## src/rtl/host_link_controller_pkg.sv

```systemverilog
// host_link_controller_pkg: phase encoding and default sizes shared by the link controller files
package host_link_controller_pkg;
  typedef enum logic [1:0] {LOAD = 2'd0, RUN = 2'd1, UNLOAD = 2'd2, DONE = 2'd3} phase_t;
  localparam int DEF_DATA_W    = 16;
  localparam int DEF_ADDR_W    = 8;
  localparam int DEF_MEM_DEPTH = 256;
  localparam int DEF_OUT_BASE  = 0;
  localparam int DEF_OUT_LEN   = 16;
endpackage

```

## src/rtl/host_link_controller_if.sv

```systemverilog
// host_link_controller_if: host pins, core handshake and shared data-memory port of the link controller
interface host_link_controller_if
  import host_link_controller_pkg::*;
#(
  parameter int DATA_W = DEF_DATA_W,
  parameter int ADDR_W = DEF_ADDR_W
);
  logic [DATA_W-1:0] com_data_in, com_data_out, mem_rdata, mem_wdata;
  logic [ADDR_W-1:0] mem_addr;
  logic [1:0] state;
  logic data_write_start, data_write_done, cores_done, mem_we, cores_start;
  logic output_write_start, output_write_done, load_overflow;
  modport slave (
    input  com_data_in, data_write_start, data_write_done, cores_done, mem_rdata,
    output state, mem_addr, mem_wdata, mem_we, cores_start, com_data_out,
    output output_write_start, output_write_done, load_overflow
  );
  modport master (
    output com_data_in, data_write_start, data_write_done, cores_done, mem_rdata,
    input  state, mem_addr, mem_wdata, mem_we, cores_start, com_data_out,
    input  output_write_start, output_write_done, load_overflow
  );
endinterface

```

## src/rtl/host_link_controller_unload_seq.sv

```systemverilog
// host_link_controller_unload_seq: issues OUT_LEN read addresses and aligns the 1-cycle memory latency into valid/last
module host_link_controller_unload_seq
  import host_link_controller_pkg::*;
#(
  parameter int DATA_W   = DEF_DATA_W,
  parameter int ADDR_W   = DEF_ADDR_W,
  parameter int OUT_BASE = DEF_OUT_BASE,
  parameter int OUT_LEN  = DEF_OUT_LEN
) (
  input  logic              clk,
  input  logic              rst_n,
  input  logic              start,
  input  logic [DATA_W-1:0] mem_rdata,
  output logic [ADDR_W-1:0] rd_addr,
  output logic [DATA_W-1:0] data,
  output logic              valid,
  output logic              last
);
  logic active, rvalid, rlast;
  logic [ADDR_W:0] left;
  // data/valid/last are never cleared after the final word so the DONE phase keeps presenting it
  always_ff @(posedge clk or negedge rst_n) begin
    if (!rst_n) begin
      active  <= 1'b0;
      rvalid  <= 1'b0;
      rlast   <= 1'b0;
      left    <= '0;
      rd_addr <= '0;
      data    <= '0;
      valid   <= 1'b0;
      last    <= 1'b0;
    end else begin
      if (start) begin
        active  <= 1'b1;
        rd_addr <= ADDR_W'(OUT_BASE);
        left    <= (ADDR_W+1)'(OUT_LEN - 1);
      end else if (active && left != '0) begin
        rd_addr <= rd_addr + 1'b1;
        left    <= left - 1'b1;
      end else begin
        active <= 1'b0;
      end
      rvalid <= active;
      rlast  <= active && left == '0;
      if (rvalid) begin
        data  <= mem_rdata;
        valid <= 1'b1;
        last  <= rlast;
      end
    end
  end
endmodule

```

## src/rtl/host_link_controller.sv

```systemverilog
// host_link_controller: loads the host word stream into data memory, starts the cores, then streams the result window back
module host_link_controller
  import host_link_controller_pkg::*;
#(
  parameter int DATA_W    = DEF_DATA_W,
  parameter int ADDR_W    = DEF_ADDR_W,
  parameter int MEM_DEPTH = DEF_MEM_DEPTH,
  parameter int OUT_BASE  = DEF_OUT_BASE,
  parameter int OUT_LEN   = DEF_OUT_LEN
) (
  input logic                  clk,
  input logic                  rst_n,
  host_link_controller_if.slave bus
);
  localparam logic [ADDR_W:0] DEPTH = (ADDR_W+1)'(MEM_DEPTH);
  phase_t phase, phase_nx;
  logic [ADDR_W:0] wr_ptr;
  logic [ADDR_W-1:0] wr_addr, rd_addr;
  logic [DATA_W-1:0] wdata, rdata_out;
  logic we, cs, ovf, start, valid, last;
  always_ff @(posedge clk or negedge rst_n) begin
    if (!rst_n) phase <= LOAD;
    else phase <= phase_nx;
  end
  always_comb begin
    phase_nx = phase == LOAD   ? (bus.data_write_done ? RUN : LOAD) :
               phase == RUN    ? (bus.cores_done ? UNLOAD : RUN) :
               phase == UNLOAD ? (last ? DONE : UNLOAD) : DONE;
  end
  always_comb begin
    start                  = phase == RUN && bus.cores_done;
    bus.state              = phase;
    bus.mem_addr           = (phase == UNLOAD || phase == DONE) ? rd_addr : wr_addr;
    bus.mem_wdata          = wdata;
    bus.mem_we             = we;
    bus.cores_start        = cs;
    bus.load_overflow      = ovf;
    bus.com_data_out       = rdata_out;
    bus.output_write_start = valid;
    bus.output_write_done  = last;
  end
  // wr_ptr is one bit wider than the address so it can sit at MEM_DEPTH once memory is full
  always_ff @(posedge clk or negedge rst_n) begin
    if (!rst_n) begin
      wr_ptr  <= '0;
      wr_addr <= '0;
      wdata   <= '0;
      we      <= 1'b0;
      ovf     <= 1'b0;
      cs      <= 1'b0;
    end else begin
      we <= 1'b0;
      cs <= phase == LOAD && bus.data_write_done;
      if (phase == LOAD && bus.data_write_start) begin
        if (wr_ptr == DEPTH) begin
          ovf <= 1'b1;
        end else begin
          we      <= 1'b1;
          wr_addr <= wr_ptr[ADDR_W-1:0];
          wdata   <= bus.com_data_in;
          wr_ptr  <= wr_ptr + 1'b1;
        end
      end
    end
  end
  host_link_controller_unload_seq #(
    .DATA_W(DATA_W), .ADDR_W(ADDR_W), .OUT_BASE(OUT_BASE), .OUT_LEN(OUT_LEN)
  ) u_unload (
    .clk(clk), .rst_n(rst_n), .start(start), .mem_rdata(bus.mem_rdata),
    .rd_addr(rd_addr), .data(rdata_out), .valid(valid), .last(last)
  );
endmodule

```

## src/flat_wrapper.sv

```systemverilog
// flat-port wrapper written by rule: the top's interface ports become plain ports
module host_link_controller_flat import host_link_controller_pkg::*;
#(
  parameter int DATA_W    = DEF_DATA_W,
  parameter int ADDR_W    = DEF_ADDR_W,
  parameter int MEM_DEPTH = DEF_MEM_DEPTH,
  parameter int OUT_BASE  = DEF_OUT_BASE,
  parameter int OUT_LEN   = DEF_OUT_LEN
)
  (clk, rst_n, bus_com_data_in, bus_data_write_start, bus_data_write_done, bus_cores_done, bus_mem_rdata, bus_state, bus_mem_addr, bus_mem_wdata, bus_mem_we, bus_cores_start, bus_com_data_out, bus_output_write_start, bus_output_write_done, bus_load_overflow);
  host_link_controller_if #(.DATA_W(DATA_W), .ADDR_W(ADDR_W)) bus_i ();
  input logic clk;
  input logic rst_n;
  input wire logic [$bits(bus_i.com_data_in)-1:0] bus_com_data_in;
  input wire logic [$bits(bus_i.data_write_start)-1:0] bus_data_write_start;
  input wire logic [$bits(bus_i.data_write_done)-1:0] bus_data_write_done;
  input wire logic [$bits(bus_i.cores_done)-1:0] bus_cores_done;
  input wire logic [$bits(bus_i.mem_rdata)-1:0] bus_mem_rdata;
  output wire logic [$bits(bus_i.state)-1:0] bus_state;
  output wire logic [$bits(bus_i.mem_addr)-1:0] bus_mem_addr;
  output wire logic [$bits(bus_i.mem_wdata)-1:0] bus_mem_wdata;
  output wire logic [$bits(bus_i.mem_we)-1:0] bus_mem_we;
  output wire logic [$bits(bus_i.cores_start)-1:0] bus_cores_start;
  output wire logic [$bits(bus_i.com_data_out)-1:0] bus_com_data_out;
  output wire logic [$bits(bus_i.output_write_start)-1:0] bus_output_write_start;
  output wire logic [$bits(bus_i.output_write_done)-1:0] bus_output_write_done;
  output wire logic [$bits(bus_i.load_overflow)-1:0] bus_load_overflow;
  assign bus_i.com_data_in = bus_com_data_in;
  assign bus_i.data_write_start = bus_data_write_start;
  assign bus_i.data_write_done = bus_data_write_done;
  assign bus_i.cores_done = bus_cores_done;
  assign bus_i.mem_rdata = bus_mem_rdata;
  assign bus_state = bus_i.state;
  assign bus_mem_addr = bus_i.mem_addr;
  assign bus_mem_wdata = bus_i.mem_wdata;
  assign bus_mem_we = bus_i.mem_we;
  assign bus_cores_start = bus_i.cores_start;
  assign bus_com_data_out = bus_i.com_data_out;
  assign bus_output_write_start = bus_i.output_write_start;
  assign bus_output_write_done = bus_i.output_write_done;
  assign bus_load_overflow = bus_i.load_overflow;
  host_link_controller #(.DATA_W(DATA_W), .ADDR_W(ADDR_W), .MEM_DEPTH(MEM_DEPTH), .OUT_BASE(OUT_BASE), .OUT_LEN(OUT_LEN)) u_core (.clk(clk), .rst_n(rst_n), .bus(bus_i));
endmodule
```

## config.mk

```make
export PLATFORM = sky130hd
export DESIGN_NAME = host_link_controller_flat
export DESIGN_NICKNAME = d
export VERILOG_FILES = /design/src/rtl/host_link_controller_pkg.sv /design/src/rtl/host_link_controller_if.sv /design/src/rtl/host_link_controller_unload_seq.sv /design/src/rtl/host_link_controller.sv /design/src/flat_wrapper.sv
export SDC_FILE = /design/constraint.sdc
export NUM_CORES = 1
export LEC_CHECK = 0
export ABC_CLOCK_PERIOD_IN_PS = 2000
export CORE_AREA = 2 2 86 88
export CTS_CLUSTER_DIAMETER = 80
export DETAILED_ROUTE_END_ITERATION = 8
export DIE_AREA = 0 0 88 90
export PLACE_DENSITY = 0.79
export SLEW_MARGIN = 40
export SYNTH_ARGS = -nofsm -noshare
export SYNTH_HDL_FRONTEND = slang
export SYNTH_HIERARCHICAL = 1
export SYNTH_SLANG_ARGS = --single-unit
```

## constraint.sdc

```tcl
create_clock -name clk -period 2 [get_ports clk]
set_input_delay 0.3 -clock clk [delete_from_list [all_inputs] [get_ports clk]]
set_output_delay 0.3 -clock clk [all_outputs]
set_load 0.005 [all_outputs]
```

# ---- Word-level counts from Yosys, hierarchy flattened
# Index checks and enable logic that the tools add are counted.
dict set report word_totals {
  reg_bits 76
  inputBits 37
  out_inout_bits 47
  elab_cells 51
}
dict set report op_classes {
  n_addsub 3
  eq_ne 5
  muxes 15
  bitwise 1
  reduce_logical 12
}
# cell n
set ops {}
lappend ops {{$mux W8} 3}
lappend ops {{$mux W9} 2}
lappend ops {{$add A9 B1 Y9 const B} 1}
lappend ops {{$eq A9 B9 Y1 const B} 1}
lappend ops {{$logic_not A9 Y1} 1}
lappend ops {{$reduce_bool A9 Y1} 1}
lappend ops {{$sub A9 B1 Y9 const B} 1}
lappend ops {{$add A8 B1 Y8 const B} 1}
lappend ops {{$mux W2} 4}
lappend ops {{$mux W1} 6}
lappend ops {{$logic_and A1 B1 Y1} 5}
lappend ops {{$eq A2 B2 Y1 const B} 2}
lappend ops {{$reduce_and A2 Y1} 2}
lappend ops {{$eq A2 B1 Y1 const B} 1}
lappend ops {{$logic_not A2 Y1} 1}
lappend ops {{$ne A2 B1 Y1 const B} 1}
lappend ops {{$reduce_bool A2 Y1} 1}
lappend ops {{$logic_or A1 B1 Y1} 1}
lappend ops {{$not A1 Y1} 1}

# ---- Longest topological paths before layout
dict set report depth {
  depth_word 4
  depth_mapped 7
  depth_no_buf 6
}

# ---- Cells and area by module
# The synthesis kept the hierarchy.
# module instances cells_each area_each_um2 seq_area_each_um2
set modules_own_cells {}
lappend modules_own_cells {host_link_controller 1 117 1695.4 950.9}
lappend modules_own_cells {host_link_controller_unload_seq 1 135 1662.8 950.9}

# ---- Worst setup path after synthesis
# OpenSTA, ideal clock, no wires.
dict set report synth_path {
  kind {flip-flop to flip-flop}
  from {reg u_core.wr_ptr[0]}
  to {reg u_core.wdata[12], in the netlist u_core/bus.mem_wdata[12]}
  setup_time_ns 0.125
  arrival_time_ns 1.604
  required_ns 1.875
  setup_slack_ns 0.271
  path_stages_with_launch 8
  path_buffers 2
  synth_period_minus_slack_ns 1.729
  path_cell_list {dfrtp_1 > inv_1 > ha_1 > nor4b_1 > a21boi_1 > buf_6 > buf_12 > mux2_4}
}
dict set report synth_via {
  elab_chain_cells 3
}
# element line_no
set synth_rtl {}
lappend synth_rtl {{from (decl)} host_link_controller.sv:17} ;# logic [ADDR_W:0] wr_ptr;
lappend synth_rtl {{from (signal assigned)} host_link_controller.sv:61} ;# wr_ptr <= wr_ptr + 1'b1;
lappend synth_rtl {{$eq A9 B9 Y1} host_link_controller.sv:55} ;# if (wr_ptr == DEPTH) begin
lappend synth_rtl {{$not A1 Y1 (no line)} n/a}
lappend synth_rtl {{$reduce_and A2 Y1 (no line)} n/a}
lappend synth_rtl {{to (signal assigned)} host_link_controller.sv:60} ;# wdata <= bus.com_data_in;
lappend synth_rtl {{to (decl)} host_link_controller.sv:19} ;# logic [DATA_W-1:0] wdata, rdata_out;
# No other way between the ends.
# A chain may end at the register's enable or synchronous reset.

# ---- Final worst setup path
dict set report layout_path {
  from {reg u_core.phase[1], in the netlist u_core/bus.state[1]}
  to {out bus_mem_addr[0]}
}
dict set report layout_via {
  elab_chain_cells 3
  elab_cells_between_ends 4
  cone_classes {eq/ne: 2; mux: 1; reduce/logical: 1}
}
# element line_no
set layout_rtl {}
lappend layout_rtl {{from (decl)} host_link_controller.sv:16} ;# phase_t phase, phase_nx;
lappend layout_rtl {{from (signal assigned)} host_link_controller.sv:23} ;# else phase <= phase_nx;
lappend layout_rtl {{$eq A2 B2 Y1} host_link_controller.sv:33} ;# bus.mem_addr = (phase == UNLOAD || phase == DONE) ? rd_addr : wr_addr;
lappend layout_rtl {{$logic_or A1 B1 Y1 *} host_link_controller.sv:33}
lappend layout_rtl {{$mux W8 *} host_link_controller.sv:33}
lappend layout_rtl {{to (decl)} flat_wrapper.sv:20} ;# output wire logic [$bits(bus_i.mem_addr)-1:0] bus_mem_addr;
# Every way passes the cells marked *; elsewhere a longest branch is shown, timed or not.

==> flow_summary.yaml <==
status:
  status: "finished clean"
final_layout:
  antenna_cells: 0
  drive_above_1_share_pct: 25.6
  final-seq-area_um2: 1900
  n_fill_cell: 532
  multi_input_area_um2: 1360
  finalNonFillerCells: 454
  fin_nets: 391
  area_growth_pct: 36.5
placement:
  portBuffers: 83
  gp_congestion: 0.834
  dpl.cell_count: 434
  dp_hpwl_um: 5050
  pre_cts_slack_ns: 0.0338
floorplanning:
  initial_core_util_pct: 47.8
  ioPinCount: 84
  rows: 31
  dieWidth_um: 88
  fp.dieH_um: 90
  coreArea_um2: 7020
  die-area_um2: 7920
pwr:
  switching_share_pct: 30.7
  power_frac_seq_pct: 44.4
  intPower_uw: 3890
  p_sw_uw: 1720
  p_comb_share_pct: 35.4
  cellLeakagePower_uw: 0.00198
  max-vdd-ir-drop_uv: 632
  clkPwrFrac_pct: 20.3
  p_per_area_nw_per_um2: 1220
clocking:
  cts_made_buffers: 9
  cts-root-buf: "clkbuf_8"
  clock_sinks: 76
  cts_tree: "done"
  insertion_delay_ns: 0.33
  htreeDepth: 3
  clk_pin_slew_ns: 0.08
  clockBufferDepth: 2
synthesis:
  synth_top_family_by_area: "multiplexers"
  synth_area_per_cell_um2: 13.3
  yosys.area.top_type_share_pct: 56.6
  yosys.area_share.simple_pct: 11.0
  synth-seq-cells: 76
  synth.distinct_cells: 44
  ys_warn_count: 6
  synth_area_leaders: "dfrtp_1, mux2_2, mux2_4"
  synth_top_area_cell: "dfrtp_1"
  netlist_instances: 252
  synthXorXnorAreaFrac_pct: 3.13
  netlist_area_um2: 3360
  synth-adder-area-share_pct: 1.49
  syn-num-nets: 293
  synth_compound_gate_area_share_pct: 5.48
  ys_seq_area_share_pct: 56.6
  muxShareOfSynthArea_pct: 18.8
global_route:
  antenna_found_initial: 0
  first_global_vias: 2411
  grt_usage_pct: 18.7
  grt_pass1_wl_um: 11500
  overflow: 0
  grt_max_degree: 40
sta:
  setup_viol: 0
  slew_headroom_pct: 52.9
  final_max_slew_viol_count: 0
  worst_hold_slack_ns: 0.394
  worstMarginPinSlew_ns: 0.707
  rsz0062_at_grt: "true"
  hold_viol_final: 0
  fin_tns_setup_ns: 0
  fin_skew_ns: 0.00853
  fin_crit_sh_pct: 98.1
  setup_ws_ns: 0.0374
  fmaxAchievable_ghz: 0.510
  period_needed_ns: 1.96
worst_setup_path:
  crit_arrival_ns: 1.66
  critPathMaxFanout: 6
  reg2reg_depth: 6
  critPathRequiredTime_ns: 1.70
  criticalPathCategory: "register to output port"
  endpoint_kind: "output port"
  critPathLaunchType: "register"
route:
  drc: 0
  drt-vias-per-instance: 5.13
  avgRoutedWirePerCell_um: 15.3
  antenna_left: 0
  firstDrtPassIters: 5
  wl_um: 6970
  vias: 2329
  drtIter0Drc: 60
min_path:
  hold_path_class: "primary input to asynchronous set/reset pin"
run:
  maxCapViolCount: 0
## repair_timing
item                                    4_1_cts  5_1_grt
endpoints found under the hold margin        21        0
pin swaps                                     0        0
buffers inserted                              1        2
hold buffers                                  1        0
endpoints found under the setup margin        9       34
gates resized for setup                       1        3
## power by group through the flow
stage	Clock (µW)	Combinational, µW	Sequential (µW)
6_report	1140	1980	2490
5_1_grt	1240	2160	2570
4_1_cts	1170	2010	2490
3_5_place_dp	0	2000	2520
3_3_place_gp	0	1930	2500
2_1_floorplan	0	1070	2390
## flip-flops by register name, summed over array words and instances (netlist names)
name / cells
u_core/u_unload/rlast: 1
u_core/bus.cores_start: 1
u_core/wr_addr: 8
u_core/bus.mem_wdata: 16
u_core/bus.load_overflow: 1
u_core/u_unload/left: 9
u_core/u_unload/last: 1
u_core/u_unload/active: 1
u_core/u_unload/valid: 1
u_core/bus.mem_we: 1
u_core/wr_ptr: 9
u_core/u_unload/rvalid: 1
u_core/u_unload/rd_addr: 8
u_core/u_unload/data: 16
u_core/bus.state: 2
## cell type report
| class | count | area share, % |
|---|---|---|
| flip-flops and latches | 76 | 41.5 |
| multi-input cells | 155 | 29.6 |
| repair buffers | 98 | 21.2 |
| clock buffers | 10 | 2.78 |
| well taps | 99 | 2.70 |
| clock inverters | 6 | 1.39 |
| inverters | 10 | 0.819 |
## logic make-up (layout without fill, tap and decap cells)
kind of cell	count (synthesis)	after routing
DFF	76	76
buffers and inverters	21	124
muxes	51	51
and+or+nand+nor	62	62
xor gates and xnor gates	12	12
adders and majority gates	4	4
AOI/OAI and AO/OA	26	26
## synthesized netlist by cell type
library cell,instances
nor4_1,4
or3_1,3
nor3b_2,1
xor2_1,5
buf_1,1
buf_6,1
o211ai_1,1
a21boi_1,1
nor2_1,14
a2111oi_0,1
buf_12,1
nand2b_1,3
inv_1,10
clkbuf_1,5
mux2_2,33
nor3b_1,4
nor2b_1,2
ha_1,4
mux2_4,16
nor3_1,5
dfrtp_1,76
or2_1,1
buf_2,2
mux2i_1,2
nor4b_1,3
or4_1,3
o21ai_0,3
and3_1,1
nand4_1,2
nand2_1,6
buf_8,1
a21oi_1,10
o31ai_1,4
nand3_1,4
nand4bb_1,1
a211oi_1,1
xnor2_1,7
o21ai_4,1
a31o_2,2
a2111o_1,1
or4b_4,2
o211ai_2,1
and2_1,1
or2_2,2
## cell usage in the layout, fill, tap and decap left out, types with 5 or more instances in the layout
cell type / count
xnor2_1: 7
nand2_1: 6
mux2_4: 16
mux2_2: 33
nor2_1: 14
nor3_1: 5
buf_4: 12
clkbuf_8: 9
inv_1: 10
xor2_1: 5
a21oi_1: 10
clkdlybuf4s50_1: 80
dfrtp_1: 75
## worst max-delay path, stage by stage, from the launching register on
cell,delay [ns]
dfrtp_2,0.36
buf_4,0.16
mux2_2,0.33
clkdlybuf4s50_1,0.47
## metal layers
layer  vias up  GRT usage [%]  routed length (µm)
li1       1099              -                   -
met1      1142           24.2                3040
met2        75           29.5                3450
met3        13           5.79                 335
met4         0           6.79                 141
met5         -              0                   0
## final timing paths
path                                    startpoint                         end  slack (ns)
min reg2reg                  u_core/u_unload/valid       u_core/u_unload/valid        0.47
max                            u_core/bus.state[1]             bus_mem_addr[0]        0.04
min in group clk             u_core/u_unload/valid       u_core/u_unload/valid        0.47
min                                          rst_n            u_core/wr_ptr[2]        0.39
max reg2reg                u_core/u_unload/left[0]  u_core/u_unload/rd_addr[1]        0.09
max in group asynchronous                    rst_n           u_core/wr_addr[6]        1.08
## stage by stage
step,util [%],area [µm²],total power (µW)
floorplan,-,3360,3450
global placement,62.0,4350,4430
detailed placement,62.0,4350,4520
CTS,65.0,4560,5670
global route,65.3,4580,5980
finish,65.3,4580,5610
(Power assumes the default switching activity.)
